===== src/rtl/fir_decimator.sv =====
// -----------------------------------------------------------------------------
// fir_decimator
//
// Purpose:
//   Downstream stage of the FIR filter. It takes the signed filtered sample
//   stream and decimates it by a runtime-selectable ratio R = 2^k, where
//   k = 0..LOG2R_MAX. The filter uses accumulate-and-dump averaging, so each
//   output is the mean of R accepted input samples. One averaged sample is
//   produced for every R accepted inputs, and a one-cycle valid pulse marks it.
//
// Ports:
//   clk_i          clock, rising edge
//   rst_ni         asynchronous active-low reset
//   en_i           global enable; 0 holds all state and ignores inputs
//   clear_i        synchronous abort of the current block (only acts when en_i=1)
//   in_valid_i     in_data_i carries a new FIR output sample this cycle
//   in_data_i      signed two's-complement FIR output sample
//   ratio_sel_i    decimation exponent k; values above LOG2R_MAX are clamped
//   out_data_o     signed decimated sample; holds its value until the next dump
//   out_valid_o    one-cycle pulse; out_data_o was updated on this cycle's edge
//   busy_o         high while a block is partially accumulated
//
// Notes:
//   LOG2R_MAX must be at least 1. ACC_W = DATA_W + LOG2R_MAX is wide enough
//   that the sum of 2^LOG2R_MAX full-scale samples cannot overflow.
// -----------------------------------------------------------------------------
module fir_decimator #(
  parameter int unsigned DATA_W    = 8,
  parameter int unsigned LOG2R_MAX = 3,
  parameter int unsigned ACC_W     = DATA_W + LOG2R_MAX
) (
  input  logic                             clk_i,
  input  logic                             rst_ni,
  input  logic                             en_i,
  input  logic                             clear_i,
  input  logic                             in_valid_i,
  input  logic [DATA_W-1:0]                in_data_i,
  input  logic [$clog2(LOG2R_MAX+1)-1:0]   ratio_sel_i,
  output logic [DATA_W-1:0]                out_data_o,
  output logic                             out_valid_o,
  output logic                             busy_o
);

  localparam int unsigned SelW = $clog2(LOG2R_MAX + 1);
  localparam int unsigned CntW = LOG2R_MAX;
  localparam logic [SelW-1:0] KMax = SelW'(LOG2R_MAX);

  // ---------------------------------------------------------------------------
  // State
  // ---------------------------------------------------------------------------
  logic [CntW-1:0]          cnt_q, cnt_d;
  logic signed [ACC_W-1:0]  acc_q, acc_d;
  logic [SelW-1:0]          k_q, k_d;
  logic [DATA_W-1:0]        out_data_q, out_data_d;
  logic                     out_valid_q, out_valid_d;

  // ---------------------------------------------------------------------------
  // Datapath
  // ---------------------------------------------------------------------------
  logic                     block_start;
  logic [SelW-1:0]          k_sel_clamped;
  logic [SelW-1:0]          k_eff;
  logic [CntW-1:0]          last_cnt;
  logic                     dump;
  logic signed [ACC_W-1:0]  in_sext;
  logic signed [ACC_W-1:0]  acc_base;
  logic signed [ACC_W-1:0]  sum;

  // When the counter is 0, the next accepted sample opens a new block.
  assign block_start   = (cnt_q == '0);
  assign k_sel_clamped = (ratio_sel_i > KMax) ? KMax : ratio_sel_i;

  // The first sample of a block uses the live selector. Later samples use the
  // exponent latched at block start, so a ratio change mid-block has no effect
  // until the next block.
  assign k_eff = block_start ? k_sel_clamped : k_q;

  // The terminal count is 2^k - 1: a mask with the low k bits set.
  always_comb begin
    last_cnt = '0;
    for (int i = 0; i < int'(CntW); i++) begin
      last_cnt[i] = (i < int'(k_eff));
    end
  end

  assign dump = (cnt_q == last_cnt);

  assign in_sext  = {{(ACC_W - DATA_W){in_data_i[DATA_W-1]}}, in_data_i};

  // A new block starts from zero. The stale accumulator left by the previous
  // dump or by a clear is discarded here rather than zeroed at dump time.
  assign acc_base = block_start ? '0 : acc_q;
  assign sum      = acc_base + in_sext;

  // ---------------------------------------------------------------------------
  // Next-state logic
  // ---------------------------------------------------------------------------
  always_comb begin
    cnt_d       = cnt_q;
    acc_d       = acc_q;
    k_d         = k_q;
    out_data_d  = out_data_q;
    out_valid_d = 1'b0;

    if (en_i) begin
      if (clear_i) begin
        // Clear takes priority over a sample presented in the same cycle.
        cnt_d = '0;
        acc_d = '0;
      end else if (in_valid_i) begin
        if (block_start) begin
          k_d = k_sel_clamped;
        end
        if (dump) begin
          // Arithmetic shift gives the floor of the mean. The result always
          // fits in DATA_W, so truncating to DATA_W bits is lossless.
          out_data_d  = DATA_W'(sum >>> k_eff);
          out_valid_d = 1'b1;
          cnt_d       = '0;
        end else begin
          acc_d = sum;
          cnt_d = cnt_q + CntW'(1);
        end
      end
    end
  end

  // ---------------------------------------------------------------------------
  // Registers
  // ---------------------------------------------------------------------------
  always_ff @(posedge clk_i or negedge rst_ni) begin
    if (!rst_ni) begin
      cnt_q       <= '0;
      acc_q       <= '0;
      k_q         <= '0;
      out_data_q  <= '0;
      out_valid_q <= 1'b0;
    end else begin
      cnt_q       <= cnt_d;
      acc_q       <= acc_d;
      k_q         <= k_d;
      out_data_q  <= out_data_d;
      out_valid_q <= out_valid_d;
    end
  end

  // ---------------------------------------------------------------------------
  // Outputs
  // ---------------------------------------------------------------------------
  assign out_data_o  = out_data_q;
  assign out_valid_o = out_valid_q;
  assign busy_o      = (cnt_q != '0);

endmodule


===== config.mk =====
export PLATFORM = sky130hd
export DESIGN_NAME = fir_decimator
export DESIGN_NICKNAME = d
export VERILOG_FILES = /design/src/rtl/fir_decimator.sv
export SDC_FILE = /design/constraint.sdc
export NUM_CORES = 1
export LEC_CHECK = 0
export CORE_ASPECT_RATIO = 2
export CORE_MARGIN = 8
export CORE_UTILIZATION = 45
export CTS_BUF_LIST = sky130_fd_sc_hd__clkbuf_4 sky130_fd_sc_hd__clkbuf_8
export DETAILED_ROUTE_END_ITERATION = 10
export PLACE_DENSITY = 0.65
export SKIP_LAST_GASP = 1
export SLEW_MARGIN = 15
export SYNTH_ARGS = -nofsm -noshare
export SYNTH_HDL_FRONTEND = slang
export SYNTH_SLANG_ARGS = --single-unit

===== constraint.sdc =====
create_clock -name clk_i -period 3.8 [get_ports clk_i]
set_clock_uncertainty 0.05 [all_clocks]
set_input_delay 0.76 -clock clk_i [delete_from_list [all_inputs] [get_ports clk_i]]
set_output_delay 0.76 -clock clk_i [all_outputs]
set_load 0.005 [all_outputs]

==> impl_summary.txt <==
----------------------------------------------------
[Run status]
  Outcome ... complete, no violations

[Clock network]
  Insertion delay of the later-clocked pin in the worst-skew pair ... roughly 0.28 ns
  CTS tree ... built
  H-tree levels ... 1
  Number of buffers added to fix hold violations after cts ... 0
  CTS Buf Count ... 3
  Worst-path clk slew ... ~0.10 ns
  Cts repair resizes ... 0
  Number of setup buffers added after CTS ... 0
  Buffer type at the clock tree root ... sky130_fd_sc_hd__clkbuf_8
  Buffer levels on the longest clock path ... 2
  Total number of clock tree sinks ... 25

[Synth]
  Total number of yosys warnings ... 0
  Share of synthesized cell area in and, or, nand and nor gates ... 0.169
  Largest family of logic cells by synthesized area ... compound AO/OA/AOI/OAI gates
  Proportion of synthesized flip-flops having asynchronous set or reset ... 1.00
  Mux cell area share after synthesis ... 0.0675
  Average cell area after synthesis ... between 9 and 10 µm²
  XOR/XNOR share of the synthesized area ... 0.0417
  Post-synth cell types ... 49
  Number of flops mapped to enable cells by yosys ... 0
  Fraction of the mapped netlist area in compound gates ... 0.261
  Flip-flop cell with the highest count after synthesis ... sky130_fd_sc_hd__dfrtp_1
  Post-synth design cell area ... 0.00189 mm²
  Flip-flop and latch count after synthesis ... 25
  Portion of synthesized cell area occupied by the leading cell type ... 0.331
  Syn Inst Count ... approximately 200
  Post-synthesis cell type with the largest combined area ... sky130_fd_sc_hd__dfrtp_1
  Total nets after synthesis ... 226
  Register area share after synthesis ... 0.331
  Share of synthesized cell area in full adder, half adder and majority cells ... 0.0899
  Synth top area cells ... sky130_fd_sc_hd__dfrtp_1 (33%), sky130_fd_sc_hd__ha_1 (7.9%), sky130_fd_sc_hd__a22o_1 (4.6%)

[Power]
  Reg power frac ... 0.304
  Power Dens Cells ... 632 mW/mm²
  Switching part of the total ... 0.409
  Part of the power in the clock network ... 0.119
  Switching power ... around 580 µW
  Static leakage power ... between 0.0009 and 0.001 µW
  Power Internal ... approximately 830 µW
  Max IR drop VDD ... 0.376 mV
  Share of power burned in combinational logic ... 0.577

[Detailed routing]
  1st-iter DRT viols ... 44
  Vias after detailed routing ... about 1700
  Number of remaining DRC errors ... 0
  Overall routed net length ... about 4700 µm
  Number of antenna-violating nets in the routed design ... 0
  TritonRoute pass-1 iters ... 4
  Routed length per placed instance ... ~17 µm
  Vias per cell ... approximately 6

[Timing]
  Part of the cycle the worst path needs ... 0.922
  Least-Margin Pin Slew ... roughly 0.75 ns
  Worst Slack Setup Final ... between 0.2 and 0.3 ns
  Hold slack final ... 0.410 ns
  Setup repair after global routing missed its margin ... no
  Setup-failing EPs final ... 0
  Clock period minus final worst setup slack ... between 3 and 4 ns
  Hold violation total from the final report ... 0
  Maximum clock frequency ... ~0.29 GHz
  Pins Over Slew Limit ... 0
  Worst-case headroom to the max-slew limit ... 0.492
  Setup total negative slack ... 0 ns

[Die]
  Core area ... between 0.004 and 0.005 mm²
  Total die area ... between 0.006 and 0.007 mm²
  Y dimension of the die ... approximately 110 µm
  Starting density of the core ... 0.463
  Std cell rows ... 33
  Number of top-level pins ... 25
  Width of the die ... 61.8 µm

[Layout]
  Area growth from synthesis to layout ... 17.7%
  Post-layout instance count excluding filler cells ... 275
  Most frequent cells in the layout ... sky130_fd_sc_hd__dfrtp_1 (25), sky130_fd_sc_hd__clkdlybuf4s50_1 (23), sky130_fd_sc_hd__nand2_1 (18), sky130_fd_sc_hd__nor2_1 (13), sky130_fd_sc_hd__ha_1 (12)
  Share of cells above drive strength 1 ... 0.0897
  Nets@finish ... between 200 and 300
  Most frequent standard cell in the layout excluding fill and tap cells ... sky130_fd_sc_hd__dfrtp_1
  ANT cells ... 0

[Placed design]
  Count of placed standard cells including taps ... approximately 270
  Routability congestion estimate ... between 0.8 and 0.9
  Post-detail-place hpwl ... between 3000 and 4000 µm
  Port bufs ... 24
  Worst-case setup slack after placement ... approximately 0.3 ns

[Worst setup path]
  Kind of critical path ... reg -> reg
  Setup crit end kind ... flip-flop
  Reg-to-Reg Start ... cnt_q[0]
  Data arrival time at the worst-slack endpoint ... ~3.6 ns
  Data required time of the worst path ... around 3.9 ns
  Crit path max fanout ... 7
  R2R Setup Slk ... just under 0.3 ns
  Origin of the worst setup path ... cnt_q[0]
  FF-to-FF End ... out_data_o[1]
  Count of cells along the worst register-to-register path ... 12
  Crit path capture ... out_data_o[1]
  Critical path launch point type ... flip-flop

[Job]
  Max-cap violations ... 0

[Global route]
  Vias in the first global route ... about 1800
  Largest net degree at the start of global routing ... 26
  First-pass GRT wire length ... ~8300 µm
  Total congestion overflow ... 0
  Global routing usage summed across all routing layers ... 0.158
  Initial antenna violation count ... 0

[Worst hold path]
  Hold crit path type ... in -> async

----------------------------------------------------
-- per-layer routing --
metal  share of wire  GRT usage  up-vias
met5               0          0        -
met3           0.031     0.0156       15
met1            0.38      0.175      813
li1                -          -      790
met2            0.55      0.282       45
met4           0.033     0.0706        0
-- how the worst min path moves through the flow --
stage,slack [ns],startpoint,depth (start not counted),to
floorplan,0.40,acc_q[7],1,acc_q[7]
global placement,0.42,acc_q[7],1,acc_q[7]
detailed placement,0.43,acc_q[7],1,acc_q[7]
CTS,0.45,acc_q[7],1,acc_q[7]
global route,0.46,acc_q[7],1,acc_q[7]
finish,0.41,rst_ni,1,out_data_o[2]
-- sequential cells by signal, summed over array words and instances, names as in the netlist --
register     flops
cnt_q            3
out_valid_o      1
k_q              2
acc_q           11
out_data_o       8
-- worst max-delay path, cell delays in order, from the launching register on --
cell                       delay, ns
sky130_fd_sc_hd__dfrtp_1        0.44
sky130_fd_sc_hd__inv_1          0.16
sky130_fd_sc_hd__ha_1           0.20
sky130_fd_sc_hd__nor2b_2        0.22
sky130_fd_sc_hd__inv_4          0.07
sky130_fd_sc_hd__and2_1         0.15
sky130_fd_sc_hd__ha_1           0.22
sky130_fd_sc_hd__fa_1           0.42
sky130_fd_sc_hd__a211oi_1       0.43
sky130_fd_sc_hd__nor2_1         0.11
sky130_fd_sc_hd__xor2_1         0.19
sky130_fd_sc_hd__mux4_2         0.48
sky130_fd_sc_hd__mux2_2         0.27
-- cells by family after synthesis --
group,after synthesis
fa+ha+maj,13
flops,25
xor+xnor,9
buf+inv,15
simple gates,62
mux,10
compound gates,64
-- power groups by stage --
stage / sequential [µW] / combinational (µW) / clock (µW)
final: 427 / 812 / 168
after detailed placement: 433 / 809 / 0
after global routing: 443 / 901 / 176
after CTS: 428 / 815 / 169
after floorplan: 413 / 557 / 0
after global placement: 428 / 798 / 0
-- per-stage QoR --
step	cell area, µm²	utilization	power [µW]
floorplan	1890	-	970
global placement	2180	0.534	1230
detailed placement	2180	0.534	1240
CTS	2230	0.546	1410
global route	2230	0.545	1520
finish	2230	0.545	1410
-- cell usage after synthesis (2+ instances only) --
| cell type | count |
|---|---|
| sky130_fd_sc_hd__buf_2 | 2 |
| sky130_fd_sc_hd__nand4_1 | 5 |
| sky130_fd_sc_hd__o211a_1 | 2 |
| sky130_fd_sc_hd__a2bb2oi_1 | 4 |
| sky130_fd_sc_hd__a21o_1 | 3 |
| sky130_fd_sc_hd__mux2_2 | 2 |
| sky130_fd_sc_hd__ha_1 | 12 |
| sky130_fd_sc_hd__a31o_2 | 2 |
| sky130_fd_sc_hd__nor2_1 | 13 |
| sky130_fd_sc_hd__mux4_2 | 2 |
| sky130_fd_sc_hd__o211ai_1 | 3 |
| sky130_fd_sc_hd__inv_1 | 7 |
| sky130_fd_sc_hd__and2_1 | 10 |
| sky130_fd_sc_hd__xor2_1 | 3 |
| sky130_fd_sc_hd__o2111ai_1 | 2 |
| sky130_fd_sc_hd__clkbuf_1 | 3 |
| sky130_fd_sc_hd__a41oi_1 | 2 |
| sky130_fd_sc_hd__buf_6 | 2 |
| sky130_fd_sc_hd__o21ai_0 | 8 |
| sky130_fd_sc_hd__nor2b_1 | 5 |
| sky130_fd_sc_hd__dfrtp_1 | 25 |
| sky130_fd_sc_hd__a22o_1 | 10 |
| sky130_fd_sc_hd__a211oi_1 | 3 |
| sky130_fd_sc_hd__xnor2_1 | 6 |
| sky130_fd_sc_hd__o22ai_1 | 3 |
| sky130_fd_sc_hd__mux2i_1 | 6 |
| sky130_fd_sc_hd__and3_1 | 3 |
| sky130_fd_sc_hd__o21a_1 | 3 |
| sky130_fd_sc_hd__a21oi_1 | 10 |
| sky130_fd_sc_hd__nand2_1 | 18 |
-- layout make-up --
class                           instances  area [µm²]
Clock buffer                            3        41.3
Clock inverter                          1        7.51
Fill cell                             375        1860
Inverter                                8        32.5
Multi-Input combinational cell        158        1190
Sequential cell                        25         626
Tap cell                               52        65.1
Timing Repair Buffer                   28         265
No activity file was read; power rests on OpenSTA's default activity.
==> variant 1 (same flow settings) <==
Change the parameter `DATA_W` from 8 to 6.
--- a/src/rtl/fir_decimator.sv
+++ b/src/rtl/fir_decimator.sv
@@ -26,5 +26,5 @@
 // -----------------------------------------------------------------------------
 module fir_decimator #(
-  parameter int unsigned DATA_W    = 8,
+  parameter int unsigned DATA_W    = 6,
   parameter int unsigned LOG2R_MAX = 3,
   parameter int unsigned ACC_W     = DATA_W + LOG2R_MAX
Ports: changed (resized in_data_i and out_data_o); port bits go from 25 to 21. No check against the original RTL was run, so the function may have changed too.
==> variant 1 against the unedited design <==
Sequential cell count down 4; sequential power down 13%; wire length down 13%; setup slack better by 0.14 ns; area after synthesis down 12%; design area down 12%; total power down 1.9%.
==> variant 1: results (changes against the unedited design) <==
- Skew-Pair Late Insertion Delay: 0.26 ns (was 0.28 ns)
- Fin nets: 217 (was 252)
- M1 GR Usage: 13.8% (was 17.5%)
- Seq cells: 21 (was 25)
- Hold Crit Class: reg2reg (was in2async)
- DR WL met3: 176 µm (was 146 µm)
- Synth Area in XOR/XNOR: 2.63% (was 4.17%)
- Synth cell types: 48 (was 49)
- Post-synthesis sequential area ratio: 31.6% (was 33.1%)
- First-pass GRT wire length: 7.03 mm (was 8.29 mm)
- Outcome: complete, no violations (unchanged)
- CP peak stage delay: 0.45 ns (was 0.48 ns)
- Reg clk slew, reported paths: 0.08 ns (was 0.10 ns)
- ClkCell Share: 2.35% (was 2.19%)
- Inverters: 10 (was 8)
- Initial drt markers: 24 (was 44)
- DP Cell Count: 237 (was 271)
- Crit-path max FO: 11 (was 7)
- DR vias/cell: 5.73 (was 6.05)
- Hold slack: 0.442 ns (was 0.410 ns)
- Worst endpoint data arrival time: 3.49 ns (was 3.63 ns)
- Core Area: 3570 µm² (was 4090 µm²)
- Layout cell share with drive strength beyond 1: 15.1% (was 8.97%)
- Synth cell count leaders: dfrtp_1 (21), mux2_2 (12), o21ai_0 (12) (was dfrtp_1 (25), nand2_1 (18), nor2_1 (13), ha_1 (12))
- Syn Nets: 193 (was 226)
- Non-clk bufs: 23 (was 28)
- Vias in the first global route: 1,500 (was 1,799)
- Multi-input gates: 134 (was 158)
- Switch share: 41.4% (was 40.9%)
- Hold Crit Start: acc_q[8]
- Pre-CTS setup slack: 0.476 ns (was 0.297 ns)
- Met2 Wirelength: 2.32 mm (was 2.61 mm)
- Placed Area: 1920 µm² (was 2180 µm²)
- Hpwl dp: 3.34 mm (was 3.73 mm)
- Peak VDD IR: 0.367 mV (was 0.376 mV)
- Multiplexer area fraction after synthesis: 15.3% (was 6.75%)
- FILL cells: 357 (was 375)
- Buffer share of cell area: 11.3% (was 11.9%)
- Largest net degree at the start of global routing: 22 (was 26)
- Multi-input logic area: 1080 µm² (was 1190 µm²)
- Synth top area cells: dfrtp_1 (32%), mux2_2 (8.1%), ha_1 (7.5%) (was dfrtp_1 (33%), ha_1 (7.9%), a22o_1 (4.6%))
- Mean Syn Cell Area: 9.85 µm² (was 9.55 µm²)
- Antenna violations before repair: 0 (unchanged)
- Pleak: 0.856 nW (was 0.970 nW)
- Vias after detailed routing: 1,382 (was 1,663)
- Fraction of area in multi-input gates: 54.7% (was 53.4%)
- Register area: 526 µm² (was 626 µm²)
- GP Congestion: 0.892 (was 0.851)
- Tot GR Track Use: 15.0% (was 15.8%)
- Slowest-stage cell, CP: dfrtp_1 (was mux4_2)
- Met3 usage: 2.77% (was 1.56%)
- Slew @ Worst Pin: 0.960 ns (was 0.753 ns)
- Compound-gate portion of the synthesized area: 20.2% (was 26.1%)
- RR Endpoint: out_data_o[2] (was out_data_o[1])
variant 1: cell count changes after synthesis, moves of 4 or more:
cell / change
mux2_2: +10
a21oi_1: -4
dfrtp_1: -4
nand4_1: -5
a22o_1: -10
o21ai_0: +4
nand2_1: -9
variant 1: power by group through the flow:
stage          combinational (W)  sequential (W)  clock [W]
2_1_floorplan           0.000625        0.000360          0
3_3_place_gp            0.000841        0.000376          0
3_5_place_dp            0.000865        0.000376          0
4_1_cts                 0.000867        0.000372   0.000149
5_1_grt                 0.000951        0.000384   0.000161
6_report                0.000863        0.000371   0.000146
variant 1: logic make-up (layout without fill, tap and decap cells):
logic type      after synthesis  in the layout
mux                          21             21
flops                        21             21
compound gates               44             44
simple gates                 53             53
fa+ha+maj                    11             11
xor+xnor                      5              5
buf+inv                      14             37
==> variant 2 (config.mk and constraints unchanged) <==
Made on the original files. Take the reset off `out_data_q` and load it in a clocked block of its own.
--- a/src/rtl/fir_decimator.sv
+++ b/src/rtl/fir_decimator.sv
@@ -134,5 +134,4 @@
       acc_q       <= '0;
       k_q         <= '0;
-      out_data_q  <= '0;
       out_valid_q <= 1'b0;
     end else begin
@@ -140,7 +139,10 @@
       acc_q       <= acc_d;
       k_q         <= k_d;
-      out_data_q  <= out_data_d;
       out_valid_q <= out_valid_d;
     end
+  end
+
+  always_ff @(posedge clk_i) begin
+    out_data_q <= out_data_d;
   end
 
Function: changed (a bounded check fails within 4 cycles, from zero or initial values and one cycle with rst_ni low).
==> variant 2 against the unedited design <==
Area after synthesis down 6.1%; design area is 5.4% lower; setup slack improved by 0.051 ns; total power fell by 19%; sequential cell count stayed put; sequential share of layout area up 3.5 points; wire length down 14%; global-route usage decreased by 1.7 points; core utilization rose by 0.91 points; count of clock-buffer cells in the layout unchanged.
==> variant 2: results (changes against the unedited design) <==
- Outcome: complete, no violations (unchanged)
- Synth Flop Type: dfrtp_1 (unchanged)
- Placed Area: 2060 µm² (was 2180 µm²)
- Worst relative slew slack: 47.0% (was 49.2%)
- Largest net degree at the start of global routing: 19 (was 26)
- Reg-to-reg slack, setup: 0.35 ns (was 0.30 ns)
- Fin nets: 225 (was 252)
- Detailed Route WL: 4.08 mm (was 4.72 mm)
- Hpwl dp: 3.30 mm (was 3.73 mm)
- Max FFs per register: 11 (unchanged)
- Syn Nets: 200 (was 226)
- Post-CTS sizing: 0 (unchanged)
- Yosys warns: 0 (unchanged)
- Diodes inserted: 0 (unchanged)
- GP Congestion: 0.851 (about the same)
- Synth cell count leaders: dfrtp_1 (17), ha_1 (12), and2_1 (11), nor2_1 (11) (was dfrtp_1 (25), nand2_1 (18), nor2_1 (13), ha_1 (12))
- H-tree depth: 1 (unchanged)
- Port bufs: 24 (unchanged)
- CTS Buf Count: 3 (unchanged)
- Vias in the first global route: 1,510 (was 1,799)
- Layout cell share with drive strength beyond 1: 6.63% (was 8.97%)
- CTS Buffer Depth: 2 (unchanged)
- Peak VDD IR: 0.295 mV (was 0.376 mV)
- Worst endpoint data arrival time: 3.52 ns (was 3.63 ns)
- Tot GR Track Use: 14.0% (was 15.8%)
- Pleak: 0.899 nW (was 0.970 nW)
- Antenna violations before repair: 0 (unchanged)
- First-pass detailed-route iteration total: 4 (unchanged)
- Fraction of registers with async set/reset: 68.0% (was 100%)
- Post-synthesis sequential area ratio: 37.5% (was 33.1%)
- Clock root buffer: clkbuf_8 (unchanged)
- Crit-path max FO: 11 (was 7)
- Synth top area cells: dfrtp_1 (24%), edfxtp_1 (14%), ha_1 (8.5%) (was dfrtp_1 (33%), ha_1 (7.9%), a22o_1 (4.6%))
- FILL cells: 353 (was 375)
- Vias after detailed routing: 1,397 (was 1,663)
- Post-CTS Setup Inserts: 0 (unchanged)
- First-pass GRT wire length: 6.94 mm (was 8.29 mm)
- Most flop-heavy register: acc_q (unchanged)
- Skew-Pair Late Insertion Delay: 0.28 ns (about the same)
- Initial drt markers: 29 (was 44)
- Reg clk slew, reported paths: 0.10 ns (about the same)
- Post-synth EDFFs: 8 (was 0)
- Synth cell types: 45 (was 49)
- Hold Crit Class: reg2reg (was in2async)
[variant 2: worst max-delay path: stages (launching register included)]
cell,delay [ns]
dfrtp_1,0.39
clkinv_1,0.16
ha_1,0.26
nand2b_1,0.26
and2_1,0.26
ha_1,0.22
fa_1,0.42
a21oi_1,0.21
o21ai_0,0.14
a31o_2,0.27
xor2_1,0.32
nor3_1,0.09
a211oi_1,0.23
[variant 2: layout make-up]
cell class,instances,share of cell area (%)
Multi-Input combinational cell,135,49.9
Sequential cell,25,31.6
Timing Repair Buffer,26,12.1
Tap cell,51,3.03
Clock buffer,3,1.96
Inverter,6,1.07
Clock inverter,1,0.356
[variant 2: layer usage]
metal,routed length [µm],track usage (%)
met3,112,1.97
met1,1500,13.6
met4,147,8.24
met5,0,0
met2,2320,25.9
[variant 2: worst paths after layout]
| check | start | endpoint | cells past startpoint |
|---|---|---|---|
| worst max-delay path | cnt_q[0] | out_data_o[7] | 12 |
| worst min-delay path | acc_q[7] | acc_q[7] | 1 |
| worst max register to register | cnt_q[0] | out_data_o[7] | 12 |
| worst min register to register | acc_q[7] | acc_q[7] | 1 |
| max in group asynchronous | rst_ni | acc_q[7] | 1 |
| min in group asynchronous | rst_ni | k_q[0] | 1 |
[variant 2: logic make-up after synthesis]
logic type                 after synthesis  share of synthesized area (%)
AOI/OAI and AO/OA                       55                           22.6
xor gates and xnor gates                10                           4.93
adders and majority gates               13                           9.58
buffers and inverters                   12                           3.38
DFF                                     25                           37.5
muxes                                   13                           8.80
and+or+nand+nor                         44                           13.2
[variant 2: metrics by stage]
step                util [%]  setup WS, ns  hold slack (ns)  cells
finish                  55.4         0.347            0.448    247
global route            55.4        0.0459            0.461    247
CTS                     55.4         0.347            0.454    247
detailed placement      54.1         0.392            0.427    243
global placement        54.1         0.445            0.424    243
floorplan                  -         0.660            0.406    172
[variant 2: power breakdown]
group / switching, W / total [W] / internal (W)
Clock: 0.0000915 / 0.000166 / 0.0000745
Combinational: 0.000322 / 0.000587 / 0.000265
Sequential: 0.0000358 / 0.000382 / 0.000347
Total: 0.000449 / 0.00114 / 0.000686
